==> src/rtl/control_pkg.sv <==
// Shared types and encodings for the multi-cycle control unit.
//   state_t  : control FSM states
//   iclass_t : instruction class produced by the decoder
//   opcode, ALU operation and immediate-format encodings
package control_pkg;

  typedef enum logic [2:0] {
    FETCH     = 3'd0,
    DECODE    = 3'd1,
    EXECUTE   = 3'd2,
    MEM       = 3'd3,
    WRITEBACK = 3'd4,
    TRAP      = 3'd5
  } state_t;

  typedef enum logic [2:0] {
    CL_NONE   = 3'd0,
    CL_ALU    = 3'd1,
    CL_BRANCH = 3'd2,
    CL_LOAD   = 3'd3,
    CL_STORE  = 3'd4
  } iclass_t;

  localparam logic [6:0] OP_IMM = 7'b0010011;
  localparam logic [6:0] OP     = 7'b0110011;
  localparam logic [6:0] BRANCH = 7'b1100011;
  localparam logic [6:0] LOAD   = 7'b0000011;
  localparam logic [6:0] STORE  = 7'b0100011;

  localparam logic [2:0] ALU_ADD = 3'b000;
  localparam logic [2:0] ALU_SUB = 3'b001;
  localparam logic [2:0] ALU_AND = 3'b010;
  localparam logic [2:0] ALU_OR  = 3'b011;
  localparam logic [2:0] ALU_SLT = 3'b100;

  localparam logic [1:0] IMM_I = 2'b00;
  localparam logic [1:0] IMM_S = 2'b01;
  localparam logic [1:0] IMM_B = 2'b10;

endpackage

==> src/rtl/instr_decoder.sv <==
// Combinational instruction classifier.
//   ir        : latched instruction word
//   iclass    : ALU / BRANCH / LOAD / STORE (CL_NONE when illegal)
//   legal     : encoding is one the core supports
//   alu_ctrl  : ALU operation for the EXECUTE..WRITEBACK window
//   alu_src   : 0 rs2, 1 immediate
//   imm_src   : immediate format (I/S/B)
//   is_bne    : branch is BNE (0 means BEQ)
module instr_decoder
  import control_pkg::*;
#(
  parameter bit EN_LOADSTORE = 1'b1
) (
  input  logic [31:0] ir,
  output iclass_t     iclass,
  output logic        legal,
  output logic [2:0]  alu_ctrl,
  output logic        alu_src,
  output logic [1:0]  imm_src,
  output logic        is_bne
);

  logic [6:0] opcode;
  logic [2:0] fn3;
  logic [6:0] fn7;

  assign opcode = ir[6:0];
  assign fn3    = ir[14:12];
  assign fn7    = ir[31:25];

  // Register and immediate fields belong to the datapath, not to control.
  logic unused_fields;
  assign unused_fields = ^{ir[24:15], ir[11:7]};

  always_comb begin
    iclass   = CL_NONE;
    legal    = 1'b0;
    alu_ctrl = ALU_ADD;
    alu_src  = 1'b0;
    imm_src  = IMM_I;
    is_bne   = 1'b0;
    case (opcode)
      OP_IMM: begin
        alu_src = 1'b1;
        imm_src = IMM_I;
        case (fn3)
          3'b000:  begin legal = 1'b1; alu_ctrl = ALU_ADD; end
          3'b111:  begin legal = 1'b1; alu_ctrl = ALU_AND; end
          3'b110:  begin legal = 1'b1; alu_ctrl = ALU_OR;  end
          3'b010:  begin legal = 1'b1; alu_ctrl = ALU_SLT; end
          default: legal = 1'b0;
        endcase
        if (legal) iclass = CL_ALU;
      end
      OP: begin
        case (fn3)
          3'b000: begin
            if (fn7 == 7'b0000000) begin
              legal = 1'b1; alu_ctrl = ALU_ADD;
            end else if (fn7 == 7'b0100000) begin
              legal = 1'b1; alu_ctrl = ALU_SUB;
            end
          end
          3'b111:  if (fn7 == 7'b0000000) begin legal = 1'b1; alu_ctrl = ALU_AND; end
          3'b110:  if (fn7 == 7'b0000000) begin legal = 1'b1; alu_ctrl = ALU_OR;  end
          3'b010:  if (fn7 == 7'b0000000) begin legal = 1'b1; alu_ctrl = ALU_SLT; end
          default: legal = 1'b0;
        endcase
        if (legal) iclass = CL_ALU;
      end
      BRANCH: begin
        if (fn3 == 3'b000 || fn3 == 3'b001) begin
          legal    = 1'b1;
          iclass   = CL_BRANCH;
          alu_ctrl = ALU_SUB;
          imm_src  = IMM_B;
          is_bne   = fn3[0];
        end
      end
      LOAD: begin
        if (EN_LOADSTORE && fn3 == 3'b010) begin
          legal   = 1'b1;
          iclass  = CL_LOAD;
          alu_src = 1'b1;
          imm_src = IMM_I;
        end
      end
      STORE: begin
        if (EN_LOADSTORE && fn3 == 3'b010) begin
          legal   = 1'b1;
          iclass  = CL_STORE;
          alu_src = 1'b1;
          imm_src = IMM_S;
        end
      end
      default: legal = 1'b0;
    endcase
  end

endmodule

==> src/rtl/multicycle_control.sv <==
// Multi-cycle control FSM for the reduced RISC-V core.
// Sequences FETCH/DECODE/EXECUTE/MEM/WRITEBACK, traps illegal encodings,
// counts retired instructions.
//   clk, rst              : clock, asynchronous active-high reset
//   instr, imem_ready     : instruction word, accepted in FETCH when imem_ready=1
//   dmem_ready            : completes the data access in MEM
//   EQ                    : datapath comparator (1 when rs1 != rs2)
//   PCWrite/PCsrc         : PC update pulse and source (0 PC+4, 1 PC+imm)
//   IRWrite, RegWrite     : instruction-register / register-file write pulses
//   ALUctrl/ALUsrc/ImmSrc : datapath selects, held EXECUTE..MEM/WRITEBACK
//   MemRead/MemWrite      : data memory request, level until dmem_ready
//   ResultSrc             : 1 selects load data for write-back
//   illegal               : sticky trap flag
//   retired               : completed-instruction counter (wraps)
// Handshake: each ready input is a completion strobe, only looked at in the
// state that waits for it; a request is never withdrawn before its ready
// except by reset.
module multicycle_control
  import control_pkg::*;
#(
  parameter int ADDRESS_WIDTH = 32,
  parameter int RETIRE_WIDTH  = 32,
  parameter bit EN_LOADSTORE  = 1'b1
) (
  input  logic                     clk,
  input  logic                     rst,
  input  logic [ADDRESS_WIDTH-1:0] instr,
  input  logic                     imem_ready,
  input  logic                     dmem_ready,
  input  logic                     EQ,
  output logic                     PCWrite,
  output logic                     PCsrc,
  output logic                     IRWrite,
  output logic                     RegWrite,
  output logic [2:0]               ALUctrl,
  output logic                     ALUsrc,
  output logic [1:0]               ImmSrc,
  output logic                     MemRead,
  output logic                     MemWrite,
  output logic                     ResultSrc,
  output logic                     illegal,
  output logic [RETIRE_WIDTH-1:0]  retired
);

  state_t      state, state_n;
  logic [31:0] ir;
  logic        retire;

  iclass_t     dec_class;
  logic        dec_legal;
  logic [2:0]  dec_alu;
  logic        dec_src;
  logic [1:0]  dec_imm;
  logic        dec_bne;

  instr_decoder #(.EN_LOADSTORE(EN_LOADSTORE)) u_dec (
    .ir       (ir),
    .iclass   (dec_class),
    .legal    (dec_legal),
    .alu_ctrl (dec_alu),
    .alu_src  (dec_src),
    .imm_src  (dec_imm),
    .is_bne   (dec_bne)
  );

  always_ff @(posedge clk or posedge rst) begin
    if (rst) begin
      state   <= FETCH;
      ir      <= '0;
      illegal <= 1'b0;
      retired <= '0;
    end else begin
      state <= state_n;
      if (IRWrite) ir <= instr[31:0];
      if (state == DECODE && !dec_legal) illegal <= 1'b1;
      if (retire) retired <= retired + {{(RETIRE_WIDTH-1){1'b0}}, 1'b1};
    end
  end

  always_comb begin
    state_n   = state;
    retire    = 1'b0;
    PCWrite   = 1'b0;
    PCsrc     = 1'b0;
    IRWrite   = 1'b0;
    RegWrite  = 1'b0;
    ALUctrl   = 3'b000;
    ALUsrc    = 1'b0;
    ImmSrc    = 2'b00;
    MemRead   = 1'b0;
    MemWrite  = 1'b0;
    ResultSrc = 1'b0;
    // Outputs are forced quiet while reset is asserted so nothing
    // (e.g. IRWrite with imem_ready high) leaks during reset.
    if (!rst) begin
      if (state == EXECUTE || state == MEM || state == WRITEBACK) begin
        ALUctrl   = dec_alu;
        ALUsrc    = dec_src;
        ImmSrc    = dec_imm;
        ResultSrc = (dec_class == CL_LOAD);
      end
      case (state)
        FETCH: begin
          if (imem_ready) begin
            IRWrite = 1'b1;
            state_n = DECODE;
          end
        end
        DECODE: state_n = dec_legal ? EXECUTE : TRAP;
        EXECUTE: begin
          case (dec_class)
            CL_BRANCH: begin
              PCWrite = 1'b1;
              // EQ is high when the operands differ.
              PCsrc   = dec_bne ? EQ : ~EQ;
              retire  = 1'b1;
              state_n = FETCH;
            end
            CL_LOAD, CL_STORE: state_n = MEM;
            default:           state_n = WRITEBACK;
          endcase
        end
        MEM: begin
          MemRead  = (dec_class == CL_LOAD);
          MemWrite = (dec_class == CL_STORE);
          if (dmem_ready) begin
            if (dec_class == CL_LOAD) begin
              state_n = WRITEBACK;
            end else begin
              PCWrite = 1'b1;
              retire  = 1'b1;
              state_n = FETCH;
            end
          end
        end
        WRITEBACK: begin
          RegWrite = 1'b1;
          PCWrite  = 1'b1;
          retire   = 1'b1;
          state_n  = FETCH;
        end
        TRAP:    state_n = TRAP;
        default: state_n = TRAP;
      endcase
    end
  end

endmodule

==> config.mk <==
export PLATFORM = sky130hd
export DESIGN_NAME = multicycle_control
export DESIGN_NICKNAME = d
export VERILOG_FILES = /design/src/rtl/control_pkg.sv /design/src/rtl/instr_decoder.sv /design/src/rtl/multicycle_control.sv
export SDC_FILE = /design/constraint.sdc
export NUM_CORES = 1
export LEC_CHECK = 0
export ABC_AREA = 1
export BUFFER_PORTS_ARGS = -buffer_cell sky130_fd_sc_hd__buf_2
export CORE_AREA = 2 2 98 123
export CTS_BUF_LIST = sky130_fd_sc_hd__clkbuf_2 sky130_fd_sc_hd__clkbuf_4 sky130_fd_sc_hd__clkbuf_8
export DETAILED_ROUTE_END_ITERATION = 10
export DIE_AREA = 0 0 100 125
export HOLD_SLACK_MARGIN = 0.06
export PLACE_DENSITY_LB_ADDON = 0.12
export SKIP_CTS_REPAIR_TIMING = 1
export SYNTH_ARGS = -nofsm -noshare
export SYNTH_HDL_FRONTEND = slang
export SYNTH_SLANG_ARGS = --single-unit
==> constraint.sdc <==
create_clock -name clk -period 2.9 [get_ports clk]
set_clock_uncertainty 0.1 [all_clocks]
set_input_delay 0.58 -clock clk [delete_from_list [all_inputs] [get_ports clk]]
set_output_delay 0.58 -clock clk [all_outputs]
set_load 0.005 [all_outputs]
# Word level (Yosys, flattened, before mapping)
# Index checks and enable logic that the tools add are counted.
dict set report totals {
  in_bits 37
  word_cells 102
  output_inout_bits 46
  reg_bits 68
}
dict set report classes {
  n_addsub 1
  eq_ne 19
  n_bitwise 2
  n_reduce_logical 13
  muxes 63
}
# cell n
set op_table {}
lappend op_table {{$mux 1} 36}
lappend op_table {{$add 32x1->32 const B} 1}
lappend op_table {{$pmux 3 s5} 2}
lappend op_table {{$mux 3} 9}
lappend op_table {{$eq 7x6->1 const B} 3}
lappend op_table {{$pmux 3 s3} 2}
lappend op_table {{$eq 3x2->1 const B} 5}
lappend op_table {{$mux 2} 7}
lappend op_table {{$eq 3x3->1 const B} 4}
lappend op_table {{$pmux 3 s4} 1}
lappend op_table {{$eq 7x2->1 const B} 1}
lappend op_table {{$eq 7x5->1 const B} 1}
lappend op_table {{$eq 7x7->1 const B} 1}
lappend op_table {{$logic_not 7->1} 1}
lappend op_table {{$eq 3x1->1 const B} 2}
lappend op_table {{$logic_not 3->1} 2}
lappend op_table {{$pmux 3 s2} 1}
lappend op_table {{$ne 2x2->1 const B} 2}
lappend op_table {{$pmux 1 s2} 2}
lappend op_table {{$pmux 1 s4} 1}
lappend op_table {{$pmux 2 s2} 1}
lappend op_table {{$reduce_or 2->1} 2}
lappend op_table {{$reduce_or 4->1} 1}
lappend op_table {{$logic_or 1x1->1} 3}
lappend op_table {{other kinds (6)} 7}

# Longest topological paths before layout
# Gate-level depths: netlist of run 1.
dict set report depth {
  ltp_word 12
  depth_mapped 12
  ltp_nobuf 12
}

# Hierarchy
# A second synthesis of run 1 with hierarchy kept.
dict set report hier_totals {
  cells_unflattened 608
  area_unflattened_um2 4022.6
}
# mod area_each_um2 n_inst seq_area_each_um2 cells_per_inst
set modules_own_cells {}
lappend modules_own_cells {multicycle_control 3726.1 1 1701.6 543}
lappend modules_own_cells {instr_decoder 296.5 1 0.0 65}

# Worst setup path after synthesis of run 1
# OpenSTA, ideal clock, no wires.
dict set report synth_timing {
  kind {in2out}
  start {in rst}
  end {out IRWrite}
  n_path_buf 1
  stages 4
  required_ps 2220
  arrival_ps 2030
  slack_ps 190
  cell_sequence {inv_2 -> nand4_1 -> inv_1 -> clkbuf_1}
}
dict set report synth_via {
  elab_chain_cells 1
}
# item line
set synth_rtl {}
lappend synth_rtl {{start, declared} multicycle_control.sv:26} ;# input logic rst,
lappend synth_rtl {{$mux 1} multicycle_control.sv:95} ;# if (!rst) begin
lappend synth_rtl {{end, declared} multicycle_control.sv:33} ;# output logic IRWrite,
# Every way passes these cells.

# Final worst setup path of run 1
dict set report layout_timing {
  start {reg ir[2]}
  end {out PCWrite}
}
dict set report layout_via {
  elab_chain_cells 7
  word_cells_on_any_way 13
  cone_classes {7 x eq/ne; 6 x mux}
}
# item line
set layout_rtl {}
lappend layout_rtl {{start, declared} multicycle_control.sv:46} ;# logic [31:0] ir;
lappend layout_rtl {{start signal, assigned} multicycle_control.sv:74} ;# if (IRWrite) ir <= instr[31:0];
lappend layout_rtl {{$eq 7x6->1 (tied with other cells)} instr_decoder.sv:42} ;# case (opcode)
lappend layout_rtl {{$pmux 3 s5 (*)} instr_decoder.sv:42}
lappend layout_rtl {{$eq 3x2->1} multicycle_control.sv:127} ;# if (dec_class == CL_LOAD) begin
lappend layout_rtl {{$mux 1} multicycle_control.sv:127}
lappend layout_rtl {{$mux 1} multicycle_control.sv:126} ;# if (dmem_ready) begin
lappend layout_rtl {{$pmux 1 s3 (*)} multicycle_control.sv:102} ;# case (state)
lappend layout_rtl {{$mux 1 (*)} multicycle_control.sv:95}
lappend layout_rtl {{end, declared} multicycle_control.sv:31} ;# output logic PCWrite,
# Every way passes the cells marked *; elsewhere a longest branch is shown, timed or not.

==> reports/summary.md, run 1 <==
The via count is 3,027, and the measured slew at the worst slew-check pin is 0.3603 ns. The logs give 44 for the row count and 12,500 sq um for the area enclosed by the die boundary. The via count of the first global-routing pass was 3,035; the distinct cell type count of the synthesized netlist was 37. Setup repair after global routing left no endpoint under its margin. The portion of the post-synthesis area used by sequential elements was 0.3973; the clock transition at the registers of the reported paths was 0.11 ns. The number of levels in the clock H-tree was 2. Library cell with the largest summed area after synthesis: sky130_fd_sc_hd__dfrtp_1.

Synthesized area per cell: 7.369 sq um. In this run, the number of DRC markers left after iteration 0 of detailed routing was 70. Synthesis produced a netlist with a net count of 491. The proportion of netlist area held by the largest area contributor came out at 0.3973. After global routing the overflow that remains totals 0. In this run the tool buffered the top-level ports with 67 buffer cells.

The detailed router put a total of 3710 um of wire on met1. The pre-antenna-repair detailed-routing pass consisted of 6 iterations. The run gives 2.02 ns as the data arrival time of the critical path. The hold violation count in the final report is 0. The worst setup path is captured at an output pin.

The flow ran to the end, and the final reports show no timing, DRC or antenna violations. The number of antenna violations at the first check in global routing was 0; the setup slack of the worst register-to-register path was 0.65 ns. The final clock period utilization by the worst path is 0.9294, and the placer's final routability congestion estimate is 0.8455. Post-detailed-route count of antenna-violating nets: 0. The logs give 0.7573 for the remaining max-slew budget at the tightest pin and 371.0 MHz for the peak clock frequency supported by timing. Across the VDD grid, the largest voltage drop is 171.7 uV. The fraction of layout instances using a drive strength above 1 is 0.2343, and the number of failing setup endpoints in the final timing report is 0. The number of clock buffers added by TritonCTS is 5.

Post-layout worst setup margin: 0.2047 ns. For the number of maximum-capacitance violations, the log shows 0. The summed negative setup slack over all endpoints was 0 ns; the maximum fanout along the worst path was 25.

The post-detailed-route wirelength per cell works out to 13.24 um. TritonCTS built the clock tree. The number of nets in the layout was 562. The area added between synthesis and finish came out at 18.18%. The clock tree buffer depth came out at 2.

The startpoint of the lowest-slack register-to-register path is ir[2]$_DFFE_PP0P_. STA classifies the critical path startpoint as a flip-flop. From left edge to right edge, the die measures 100 um. The highest metal layer with signal wires was met4. Final count of pins violating max slew: 0. Kind of critical path: flip-flop to output pin.

The top cell types in the final layout, fill and taps aside, are sky130_fd_sc_hd__nand2_1, sky130_fd_sc_hd__buf_2, sky130_fd_sc_hd__dfrtp_1, sky130_fd_sc_hd__inv_1, sky130_fd_sc_hd__nor2_1. The maximum number of pins on one net before global-route repair is 30. The repair_antennas step left the layout with diodes totalling 0. Summing every instance area after synthesis gives 3338 sq um. Synthesis produced a netlist whose cell count is 453.

The clock sink count was 53. Yosys attributes the largest share of cell area to sky130_fd_sc_hd__dfrtp_1, sky130_fd_sc_hd__nand2_1, sky130_fd_sc_hd__inv_1. The worst path in the final design needs a cycle of 2.695 ns, including I/O delays and setup. The run gives 0.2915 as the starting density of the core.

Most common cell after layout, fill and taps aside: sky130_fd_sc_hd__nand2_1. The core region is 11,450 sq um. From bottom edge to top edge, the die measures 125 um. The total routing resource utilization after global routing was 0.1469. The critical path starts at ir[2]$_DFFE_PP0P_.

The fill cell total of the finished layout is 1,266, and the required time at the worst-slack endpoint is 2.22 ns. In the routed design, unresolved DRC markers number 0. At the placement stage, the worst setup path has a slack of 0.4071 ns. For this run, the number of Yosys warnings is 0. For this design the ratio of total power to cell area is 350.5 nW/um^2. After synthesis the netlist holds a flip-flop and latch count of 53.

Number of vias per cell after detailed routing: 4.566. Buffer cell driving the clock tree root: sky130_fd_sc_hd__clkbuf_8. The kind of path behind the tightest hold check is primary input to async pin. In the detailed route, the total length drawn on met3 is 326 um.

The overall routed net length was 8780 um; the clock network latency to the later pin of the worst-skew pair was 0.32 ns. In this run the count of I/O pins placed on the die edge is 83. The first global-routing pass estimated 14,710 um of wire. Detailed placement finished with a half-perimeter wire length of 6929 um. In this run the static leakage power is 1.958 nW. After detailed routing, the met2 layer carries 4453 um of wire.
-- where the power goes --
group          switching, mW  leakage (nW)  total, mW  internal (mW)
logic                 0.0475          1.27     0.0840         0.0365
registers             0.0157         0.630      0.765          0.750
clock network          0.274        0.0543      0.533          0.259
total                  0.337          1.96       1.38           1.05
-- worst max-delay path: stages (launching register included) --
cell                      delay [ns]
sky130_fd_sc_hd__dfrtp_1        0.40
sky130_fd_sc_hd__nor2_2         0.16
sky130_fd_sc_hd__nand2_1        0.14
sky130_fd_sc_hd__nor3_4         0.29
sky130_fd_sc_hd__nand2_2        0.11
sky130_fd_sc_hd__nand3_4        0.15
sky130_fd_sc_hd__nand2_8        0.15
sky130_fd_sc_hd__inv_6          0.15
sky130_fd_sc_hd__buf_2          0.13
-- final timing paths --
path	end	cells after the start
min in group clk	ir[3]$_DFFE_PP0P_	3
worst min register to register	illegal$_DFFE_PP0P_	2
worst max-delay path	PCWrite	8
max in group asynchronous	retired[18]$_DFFE_PP0P_	3
worst min-delay path	state[0]$_DFFE_PP0P_	2
worst max register to register	retired[27]$_DFFE_PP0P_	10
-- stage by stage --
step                      instances  hold slack (ns)  area (sq um)  utilization  total power, mW
after detailed placement        655           0.3625          3812       0.3329           0.8677
final                           663           0.1187          3945       0.3445            1.383
after CTS                       663           0.1043          3928       0.3430            1.415
after global routing            663           0.1177          3945       0.3445            1.452
after floorplan                 453           0.3487          3338            -           0.8236
after global placement          655           0.3585          3812       0.3329           0.8660
-- metal layers --
metal	vias up	global-route usage
met3	18	0.02739
met1	1368	0.1732
met4	0	0.06124
met2	71	0.2587
met5	-	0
li1	1570	-
-- area by class of cell --
class	instances	area, sq um	area share
Clock buffer	5	68.82	0.01744
Clock inverter	3	46.29	0.01173
Inverter	49	188.9	0.04789
Multi-Input combinational cell	343	1769	0.4485
Sequential cell	53	1326	0.3362
Tap cell	138	172.7	0.04377
Timing Repair Buffer	72	372.9	0.09451
-- flip-flops by register name (all words and copies together) (netlist names) --
signal	flops
retired	32
ir	17
state	3
illegal	1
-- synth_stat cells, drive strengths merged --
cell / instances
nand3: 21
a31oi: 1
xnor2: 15
o211ai: 1
nand4: 6
nor3: 19
inv: 49
nand3b: 2
and2: 1
a41oi: 1
a21oi: 4
nor3b: 1
o21ai: 34
xor2: 15
buf: 5
nand2: 169
ha: 1
nor2: 50
nor4: 1
dfrtp: 53
and3: 1
clkbuf: 3
-- cell families after synthesis --
family	count (synthesis)	share of synthesized area
AND/OR/NAND/NOR	271	0.3673
XOR/XNOR	30	0.07871
adder cells (fa/ha/maj)	1	0.003748
AO/OA/AOI/OAI	41	0.07496
flip-flops	53	0.3973
buffers and inverters	57	0.07796
No activity file was read; power rests on OpenSTA's default activity.
==> inputs of run 2 (changes only) <==
- CELL_PAD_IN_SITES_DETAIL_PLACEMENT: default -> 1
- CELL_PAD_IN_SITES_GLOBAL_PLACEMENT: default -> 1
- PLACE_DENSITY_LB_ADDON: 0.12 -> 0.1
- clock period: 2.9 -> 3.2 ns (I/O delays scaled with it)
==> run 2 against run 1 <==
Compared with the run above: via count increased by 2.2%; first-iteration DRC count grew 24%; setup slack improved by 0.072 ns; count of clock-buffer cells in the layout increased by 2; critical path type unchanged; clock power fell by 5.1%.
==> reports/summary.md, run 2 (synthesis gave the netlist of run 1 again) <==
The run finished with clean final reports. In the layout the commonest cells are sky130_fd_sc_hd__nand2_1, sky130_fd_sc_hd__buf_2, sky130_fd_sc_hd__dfrtp_1, sky130_fd_sc_hd__inv_1, sky130_fd_sc_hd__nor2_1. The final clock period utilization by the worst path works out to 0.9134. The total power per unit cell area works out to 324.6 nW/um^2 (-7.4%). Maximum fanout along the worst path: 5 (-80%). The tightest min-delay check is of the primary input to async pin type. On the critical path, the stage with the largest delay is an instance of sky130_fd_sc_hd__nor3_1. The number of port buffers was 67 (unchanged).

Setup repair after global routing left no endpoint under its margin. The post-place setup slack is 0.5964 ns (+0.1893 ns). The tools report the category of the worst setup path capture point as an output pin. The tools report the number of antenna violations at the first check in global routing as 0 (unchanged). The tools report the clock network power share as 0.396 (+0.010). The clock period could shrink to 2.923 ns.

The overall routed net length was 9507 um (+8.3%); the number of buffers and inverters on the critical path was 1 (-1). The run gives 0.2915 (unchanged) as the starting density of the core. The library cell used most frequently in the layout, excluding fill and tap cells, is sky130_fd_sc_hd__nand2_1.

The sum of internal, switching and leakage power came out at 1.277 mW (-7.7%). TritonCTS built the clock tree. The run gives 44 (unchanged) as the row count. The startpoint type of the worst setup path is a flip-flop. The critical path is of the flip-flop to output pin type. The via count is 3,094 (+2.2%), and the detailed-route DRC error count is 0 (unchanged). The largest registers in the layout are retired: 32 flops, ir: 17 flops, state: 3 flops.

The total clock buffers created by CTS came out at 5 (unchanged). The run gives 53 (unchanged) as the clock sink count. The design internal power came out at 0.9770 mW (-6.5%). The fill cell total of the finished layout was 1,442 (+14%); the end-of-flow core utilization was 0.3434 (-0.001093).

The fraction of layout instances using a drive strength above 1 was 0.2286 (-0.005714). Traced cell by cell, the critical path runs through nor2_2, nand3_2, nor3_1, o21ai_0, a31oi_1, and2_1, buf_2. The maximum number of pins on one net before global-route repair was 34 (+13%). The x dimension of the die came out at 100 um (unchanged). The logs give 0.2996 mW (-11%) for the net load switching power and 83 (unchanged) for the number of I/O pins. The tools report the remaining max-slew budget at the tightest pin as 0.6204 (-0.1369). The peak per-stage delay on the critical path came out at 0.46 ns (+0.06 ns).

The run gives 7676 um (+11%) as the detailed placer's ending HPWL. The number of failing setup endpoints in the final timing report was 0 (unchanged). For the residual overflow from global routing, the log shows 0 (unchanged). The global-route wire length before repair is 16,150 um (+9.8%), and the total routing resource utilization after global routing is 0.1612 (+0.01434).

The run gives 0 (unchanged) as the post-detailed-route count of antenna-violating nets. The required time at the worst-slack endpoint was 2.46 ns (+0.24 ns). The highest metal layer with signal wires was met4. The run gives 0 (unchanged) as the number of antenna diodes. The flip-flop count of the largest register after layout is 32 (unchanged). The routed length on met2 is 4975 um (+12%). The clock network latency to the later pin of the worst-skew pair came out at 0.32 ns (about the same). The tools report the post-layout worst setup margin as 0.2771 ns (+0.07238 ns). Among cell families on the critical path, the largest total delay comes from simple AND/OR/NAND/NOR gates. The post-detailed-route wirelength per cell is 14.34 um (+8.3%), and the number of detailed-route iterations in the first pass is 4 (-2).

The worst IR drop on VDD came out at 152.2 uV (-11%). The run gives 2.18 ns (+0.16 ns) as the data arrival time of the critical path. The area occupied by multi-input gates was 1752 sq um (-0.99%). Timing would allow up to 342.1 MHz.

The run gives 2 (unchanged) as the clock tree buffer depth. The number of vias per cell after detailed routing is 4.667 (+2.2%), and the sum of routed wire segments on met1 is 3946 um (+6.4%). The measured slew at the worst slew-check pin works out to 0.5651 ns (+0.2048 ns). The portion of total power attributed to combinational logic is 0.061 (about the same), and the final count of pins violating max slew is 0 (unchanged). The switching part of the total came out at 0.2347 (-0.009305). The via count of the first global-routing pass is 3,292 (+8.5%). The area occupied by registers is 1326 sq um (unchanged), and the number of standard cells in the final layout excluding fillers is 663 (unchanged).

Number of maximum-capacitance violations: 0 (unchanged). The core area was 11,450 sq um (unchanged); the placed cell count was 655 (unchanged). The die span in y is 125 um (unchanged), and the hold violation count in the final report is 0 (unchanged). The tree is rooted in a sky130_fd_sc_hd__clkbuf_8.

The logs give 0.8489 (+0.40%) for the placer's final routability congestion estimate and 1.966 nW (+0.40%) for the leakage power. The logs give 0.543 (-0.011) for the proportion of power drawn by flip-flops and latches and 0 ns (unchanged) for the summed negative setup slack over all endpoints. The register with the most flip-flops in the final layout is retired. The tools report the area enclosed by the die boundary as 12,500 sq um (unchanged).

For the met3 layer wire length in the routed design, the log shows 294 um (-9.8%). For the number of nets in the layout, the log shows 562 (unchanged). The number of levels in the clock H-tree was 2 (unchanged). Count of routing violations after the opening detailed-route iteration: 87 (+24%).

Compared with the post-synthesis result, the final layout area differs by 17.80%. Clock transition at the registers of the reported paths: 0.10 ns (about the same).
[run 2: cell types whose count changed in the layout (fill, tap and decap cells not counted)]
cell                         previous run  this run
sky130_fd_sc_hd__nor3_1                16        17
sky130_fd_sc_hd__clkbuf_8               5         6
sky130_fd_sc_hd__clkinvlp_4             1         0
sky130_fd_sc_hd__clkinv_4               1         0
sky130_fd_sc_hd__a21oi_1                3         4
sky130_fd_sc_hd__nand2_1              157       158
sky130_fd_sc_hd__clkbuf_4               0         1
sky130_fd_sc_hd__a21oi_2                1         0
sky130_fd_sc_hd__nor3_4                 2         1
sky130_fd_sc_hd__nand2_2               10         9
[run 2: through the flow]
step | hold slack, ns | area [sq um]
6_report | 0.1466 | 3933
5_1_grt | 0.1342 | 3933
4_1_cts | 0.1377 | 3933
3_5_place_dp | 0.3660 | 3812
3_3_place_gp | 0.3525 | 3812
2_1_floorplan | 0.3487 | 3338
[run 2: area by class of cell]
class                   count  area share
clock buffers               7     0.02291
well taps                 138     0.04391
inverters                  49     0.04804
flip-flops and latches     53      0.3373
multi-input cells         343      0.4454
repair buffers             72     0.09481
clock inverters             1    0.007636
[run 2: final timing paths]
| kind | slack, ns | startpoint | cells past startpoint | to |
|---|---|---|---|---|
| max | 0.28 | ir[2]$_DFFE_PP0P_ | 7 | ALUctrl[1] |
| min | 0.15 | rst | 2 | state[0]$_DFFE_PP0P_ |
| max reg2reg | 0.92 | ir[2]$_DFFE_PP0P_ | 10 | retired[27]$_DFFE_PP0P_ |
| min reg2reg | 0.39 | illegal$_DFFE_PP0P_ | 2 | illegal$_DFFE_PP0P_ |
| max in group asynchronous | 2.22 | rst | 3 | retired[14]$_DFFE_PP0P_ |
| min in group clk | 0.39 | illegal$_DFFE_PP0P_ | 2 | illegal$_DFFE_PP0P_ |
[run 2: worst reg2reg max path: stages, from the launching register on]
cell and delay [ns]:
sky130_fd_sc_hd__dfrtp_1 0.40, sky130_fd_sc_hd__nor2_2 0.15, sky130_fd_sc_hd__nand2_1 0.14, sky130_fd_sc_hd__nor3_4 0.30, sky130_fd_sc_hd__nand2_2 0.11, sky130_fd_sc_hd__nand3_4 0.15, sky130_fd_sc_hd__nand2_8 0.16, sky130_fd_sc_hd__inv_6 0.09
sky130_fd_sc_hd__buf_4 0.38, sky130_fd_sc_hd__nand2_1 0.14, sky130_fd_sc_hd__o21ai_2 0.08
[run 2: layer usage]
metal  vias to the layer above  global-route usage
met4                         0             0.06366
met3                        18             0.02851
li1                       1559                   -
met5                         -                   0
met1                      1454              0.1851
met2                        63              0.2925
[run 2: power by group through the flow]
| stage | combinational, mW | clock, mW | sequential [mW] |
|---|---|---|---|
| CTS | 0.0805 | 0.530 | 0.694 |
| detailed placement | 0.0802 | 0 | 0.707 |
| floorplan | 0.0413 | 0 | 0.705 |
| global route | 0.0890 | 0.552 | 0.696 |
| finish | 0.0774 | 0.506 | 0.693 |
| global placement | 0.0782 | 0 | 0.707 |
